## config.mk

```make
export PLATFORM = sky130hd
export DESIGN_NAME = comparador_seq
export DESIGN_NICKNAME = d
export VERILOG_FILES = /design/src/rtl/comparador_pkg.sv /design/src/rtl/comparador_digito.sv /design/src/rtl/comparador_seq.sv
export SDC_FILE = /design/constraint.sdc
export NUM_CORES = 1
export LEC_CHECK = 0
export BUFFER_PORTS_ARGS = -buffer_cell sky130_fd_sc_hd__buf_2
export CAP_MARGIN = 20
export CORE_UTILIZATION = 45
export CTS_CLUSTER_SIZE = 14
export DETAILED_ROUTE_END_ITERATION = 7
export PLACE_DENSITY = 0.66
export SETUP_SLACK_MARGIN = 0.05
export SYNTH_ARGS = -nofsm -noshare
export SYNTH_HDL_FRONTEND = slang
export SYNTH_SLANG_ARGS = --single-unit
```

## constraint.sdc

```tcl
create_clock -name clk -period 3.4 [get_ports clk]
set_input_delay 0.17 -clock clk [delete_from_list [all_inputs] [get_ports clk]]
set_output_delay 0.17 -clock clk [all_outputs]
set_load 0.02 [all_outputs]
```

## src/rtl/comparador_pkg.sv

```systemverilog
// rtl/comparador_pkg.sv - op_sel codes, FSM state constants and relation select function for comparador_seq
package comparador_pkg;

    // op_sel encoding for the relation driven on RESULTADO
    localparam logic [2:0] OP_EQ = 3'd0;
    localparam logic [2:0] OP_NE = 3'd1;
    localparam logic [2:0] OP_GT = 3'd2;
    localparam logic [2:0] OP_GE = 3'd3;
    localparam logic [2:0] OP_LT = 3'd4;
    localparam logic [2:0] OP_LE = 3'd5;

    // FSM state encoding
    localparam logic [1:0] ST_IDLE = 2'd0;
    localparam logic [1:0] ST_BUSY = 2'd1;
    localparam logic [1:0] ST_DONE = 2'd2;

    // Maps the final relation flags and the latched op to RESULTADO; codes 6/7 give 0
    function automatic logic resultado_f(input logic eq, input logic gt, input logic lt,
                                         input logic [2:0] op);
        logic r;
        r = 1'b0;
        case (op)
            OP_EQ:   r = eq;
            OP_NE:   r = ~eq;
            OP_GT:   r = gt;
            OP_GE:   r = gt | eq;
            OP_LT:   r = lt;
            OP_LE:   r = lt | eq;
            default: r = 1'b0;
        endcase
        return r;
    endfunction

endpackage

```

## src/rtl/comparador_digito.sv

```systemverilog
// rtl/comparador_digito.sv - combinational unsigned compare of one DIGIT-bit slice
module comparador_digito #(
    parameter int DIGIT = 4
) (
    input  logic [DIGIT-1:0] a,
    input  logic [DIGIT-1:0] b,
    output logic             dgt,
    output logic             dlt
);

    assign dgt = (a > b);
    assign dlt = (a < b);

endmodule

```

## src/rtl/comparador_seq.sv

```systemverilog
// rtl/comparador_seq.sv - multi-cycle MSB-first magnitude comparator (optional COMPARADOR_SEQ_EARLY_EXIT_EN)
module comparador_seq
    import comparador_pkg::*;
#(
    parameter int WIDTH = 16,
    parameter int DIGIT = 4
) (
    input  logic             clk,
    input  logic             rst_n,
    input  logic             start_valid,
    output logic             start_ready,
    input  logic [WIDTH-1:0] A,
    input  logic [WIDTH-1:0] B,
    input  logic             signed_mode,
    input  logic [2:0]       op_sel,
    output logic             done_valid,
    input  logic             done_ready,
    output logic             eq,
    output logic             gt,
    output logic             lt,
    output logic             RESULTADO
);

    localparam int N     = WIDTH / DIGIT;
    localparam int IDX_W = (N > 1) ? $clog2(N) : 1;
    localparam logic [IDX_W-1:0] IDX_TOP = IDX_W'(N - 1);

    logic [1:0]       state;
    logic [WIDTH-1:0] a_q;
    logic [WIDTH-1:0] b_q;
    logic [2:0]       op_q;
    logic [IDX_W-1:0] idx;
    logic             gt_q;
    logic             lt_q;

    logic [DIGIT-1:0] a_dig;
    logic [DIGIT-1:0] b_dig;
    logic             dgt;
    logic             dlt;
    logic             decided;
    logic             gt_n;
    logic             lt_n;
    logic             last_dig;
    logic             finish;
    logic             in_done;
    logic             eq_c;

    // Flipping the sign bit maps two's-complement order onto unsigned order
    logic [WIDTH-1:0] a_in;
    logic [WIDTH-1:0] b_in;
    assign a_in = {A[WIDTH-1] ^ signed_mode, A[WIDTH-2:0]};
    assign b_in = {B[WIDTH-1] ^ signed_mode, B[WIDTH-2:0]};

    assign a_dig = a_q[32'(idx) * DIGIT +: DIGIT];
    assign b_dig = b_q[32'(idx) * DIGIT +: DIGIT];

    comparador_digito #(
        .DIGIT(DIGIT)
    ) u_digito (
        .a   (a_dig),
        .b   (b_dig),
        .dgt (dgt),
        .dlt (dlt)
    );

    // The first differing digit from the MSB decides; later digits cannot override it
    assign decided  = gt_q | lt_q;
    assign gt_n     = gt_q | (~decided & dgt);
    assign lt_n     = lt_q | (~decided & dlt);
    assign last_dig = (idx == '0);

`ifdef COMPARADOR_SEQ_EARLY_EXIT_EN
    assign finish = last_dig | (~decided & (dgt | dlt));
`else
    assign finish = last_dig;
`endif

    // Control FSM plus operand/decision registers
    always_ff @(posedge clk or negedge rst_n) begin
        if (!rst_n) begin
            state <= ST_IDLE;
            a_q   <= '0;
            b_q   <= '0;
            op_q  <= '0;
            idx   <= '0;
            gt_q  <= 1'b0;
            lt_q  <= 1'b0;
        end else begin
            case (state)
                ST_IDLE: begin
                    if (start_valid) begin
                        a_q   <= a_in;
                        b_q   <= b_in;
                        op_q  <= op_sel;
                        idx   <= IDX_TOP;
                        gt_q  <= 1'b0;
                        lt_q  <= 1'b0;
                        state <= ST_BUSY;
                    end
                end
                ST_BUSY: begin
                    gt_q <= gt_n;
                    lt_q <= lt_n;
                    if (!last_dig) begin
                        idx <= idx - 1'b1;
                    end
                    if (finish) begin
                        state <= ST_DONE;
                    end
                end
                ST_DONE: begin
                    if (done_ready) begin
                        gt_q  <= 1'b0;
                        lt_q  <= 1'b0;
                        op_q  <= '0;
                        state <= ST_IDLE;
                    end
                end
                default: state <= ST_IDLE;
            endcase
        end
    end

    // Results are only visible in DONE, and are exactly one-hot there
    assign in_done     = (state == ST_DONE);
    assign start_ready = (state == ST_IDLE);
    assign done_valid  = in_done;
    assign eq_c        = ~gt_q & ~lt_q;
    assign eq          = in_done & eq_c;
    assign gt          = in_done & gt_q;
    assign lt          = in_done & lt_q;
    assign RESULTADO   = in_done & resultado_f(eq_c, gt_q, lt_q, op_q);

endmodule

```

==> qor.txt <==
Routability congestion estimate from global placement: 0.707
Pre-antenna DRT Iters: 6
Peak VDD IR: 0.434 mV
Hold Path Class: in -> async
First-pass GRT wire length: 6600 um
Synth cell types: 36
Initial antenna violation count: 0
Max transition margin: 40.3%
Cts hold-fix bufs: 0
CTS tree: done
Worst-Margin Slew: 0.896 ns
Layout cells sized above 1: 49.2%
Area leader, netlist: dfrtp_1
Crit-path slowest cell: dfrtp_1
Post-synthesis cell area: 0.00213 mm^2
Largest net degree at the start of global routing: 42
Overall global routing resource usage: 17.2%
Final Instance Count excl. Fillers: 247
Final HPWL DP: 2840 um
Syn. warnings: 0
Cts bufs inserted: 5
Final Critical Period: 2.34 ns
Post-synthesis sequential area ratio: 48.3%
Critical-path maximum fanout: 11
Htree depth: 2
Routed vias/inst: 5.28
Final wirelength: 3800 um
Post-Syn Instances: 148
Pre-CTS setup slack: 1.04 ns
Die X: 70.7 um
Cell Count Post-Placement: 239
Pwr Total: 2.28 mW
Core area: 0.00444 mm^2
CP required: 3.59 ns
I/O Buffers: 45
RSZ-0062 raised after global routing: no
1st-iter DRT viols: 52
Antenna viol nets, final: 0
CTS max path bufs: 2
Clock Latency Late Sink: 0.29 ns
# resized after CTS: 0
Synth top area cells: dfrtp_1 (48%), mux2_4 (14%), mux4_2 (8.5%)
Global routing's busiest layer: met2
Met1 Usage GRT: 22.9%
Clock transition at path regs: 0.08 ns
Pwr/cell area: 935 mW/mm^2
Leak: 1.16 nW
Worst Setup Slack, final: 1.06 ns
Syn Nets: 193
Syn Area/Cell: 14.4 um^2
Critical Path AT: 2.53 ns
Root Driver: clkbuf_8
DR WL/cell: 15.4 um
DRC: 4
Failing checks: DRC
TritonCTS Sinks: 41
Flops & latches, synth: 41
Critical Setup Path Class: reg -> reg
Max-slew violation count: 0
Met2 usage: 27.1%
Starting Density: 47.8%
Max-Cap Viols: 0
Critical path capture point type: flip-flop
Grt total ovfl: 0
Boundary Pins: 46
Final nets: 239
Die ar.: 0.00500 mm^2
Setup bufs post-CTS: 0
Fin. Hold Viols: 0
N_diodes: 0
Most frequent cell after synthesis: dfrtp_1
Met3 global-route usage: 4.99%
Die height: 70.7 um
Period utilization: 68.9%
Setup Viol. Count Final: 0
Critical Path Max Stage Delay: 0.72 ns
Number of synthesized flops with an enable pin: 0
Filler cell count: 406
Number of global-route vias before repair: 1,406
Row count: 24
Area fraction of the dominant cell type after synthesis: 48.3%
Area Overhead vs Synth: 14.9%
Synth top cells by count: dfrtp_1 (41), mux2_4 (20), mux2_2 (9)
Skew final: 0.00350 ns
CP startpoint kind: flip-flop
Top_reg_cell synth: dfrtp_1
Max Freq: 427 MHz
Critical-path cell list: mux4_2 > ha_1 > a41oi_1 > o21ai_0 > a221oi_1
Status: complete, but fails checks
Setup TNS: 0 ns
Via count: 1,304
Asr flop ratio synth: 100%
[path summary, 6_finish.rpt]
check | startpoint | endpoint | slack (ns) | cells past startpoint
min in group clk | A[2] | a_q[2]$_DFFE_PN0P_ | 0.10 | 2
max | idx[0]$_DFFE_PN0P_ | gt_q$_DFFE_PN0P_ | 1.06 | 5
max reg2reg | idx[0]$_DFFE_PN0P_ | gt_q$_DFFE_PN0P_ | 1.06 | 5
min reg2reg | a_q[2]$_DFFE_PN0P_ | a_q[2]$_DFFE_PN0P_ | 0.50 | 1
max in group asynchronous | rst_n | b_q[1]$_DFFE_PN0P_ | 2.84 | 1
min | rst_n | state[1]$_DFFE_PN0P_ | 0.003 | 1
[logic make-up after synthesis]
kind of cell               synth area share, %
xor gates and xnor gates                 0.824
DFF                                       48.3
and+or+nand+nor                           6.12
adders and majority gates                 2.94
muxes                                     29.4
AOI/OAI and AO/OA                         6.53
buffers and inverters                     5.89
[critical path: cells and delay by family (launching register included)]
| kind | cells | cell delay, ns |
|---|---|---|
| adder cells (fa/ha/maj) | 1 | 0.34 |
| multiplexers | 1 | 0.59 |
| AO/OA/AOI/OAI | 3 | 0.60 |
| flip-flops | 1 | 0.72 |
[cells in the final DEF (no fill, tap or decap), types with 2 or more instances in the layout]
cell and n:
mux4_2 8, a22o_1 3, xnor2_1 2, nor2b_1 2, clkbuf_8 7, mux2_2 9
nor2_1 8, buf_4 2, o21ai_0 3, mux2_4 20, dfrtp_1 41, a21oi_1 4
nor3_1 2, a211oi_1 2, nand2b_1 3, inv_1 8, nand2_1 3, buf_2 45
mux2_1 3, ha_1 5
[report_power, final]
part / total [mW] / internal (mW) / switching (mW)
registers: 0.959 / 0.732 / 0.227
clock network: 0.347 / 0.183 / 0.164
logic: 0.978 / 0.626 / 0.351
[per-layer routing]
layer	part of all wire (%)	routed length (um)
met1	46	1740
met5	0	0
met2	47	1790
met4	1.4	53
met3	5.8	222
[metrics by stage]
step	hold WS [ns]	instance area [um^2]	utilization, %
6_report	0.00285	2440	55.0
5_1_grt	0.0720	2440	55.0
4_1_cts	0.0291	2440	55.0
3_5_place_dp	0.351	2340	52.7
3_3_place_gp	0.329	2340	52.7
2_1_floorplan	-0.126	2130	-
[registers in the layout, indices dropped and copies added, names as in the netlist]
name   count
a_q       16
b_q       16
gt_q       1
idx        2
lt_q       1
op_q       3
state      2
[cell type report]
class | count | area [um^2] | area share [%]
Sequential cell | 41 | 1030 | 42.0
Multi-Input combinational cell | 91 | 981 | 40.1
Timing Repair Buffer | 47 | 240 | 9.83
Clock buffer | 7 | 96.3 | 3.94
Tap cell | 52 | 65.1 | 2.66
Inverter | 8 | 30.0 | 1.23
Clock inverter | 1 | 5.00 | 0.205
Note: power is estimated with default switching activity, not from simulation.
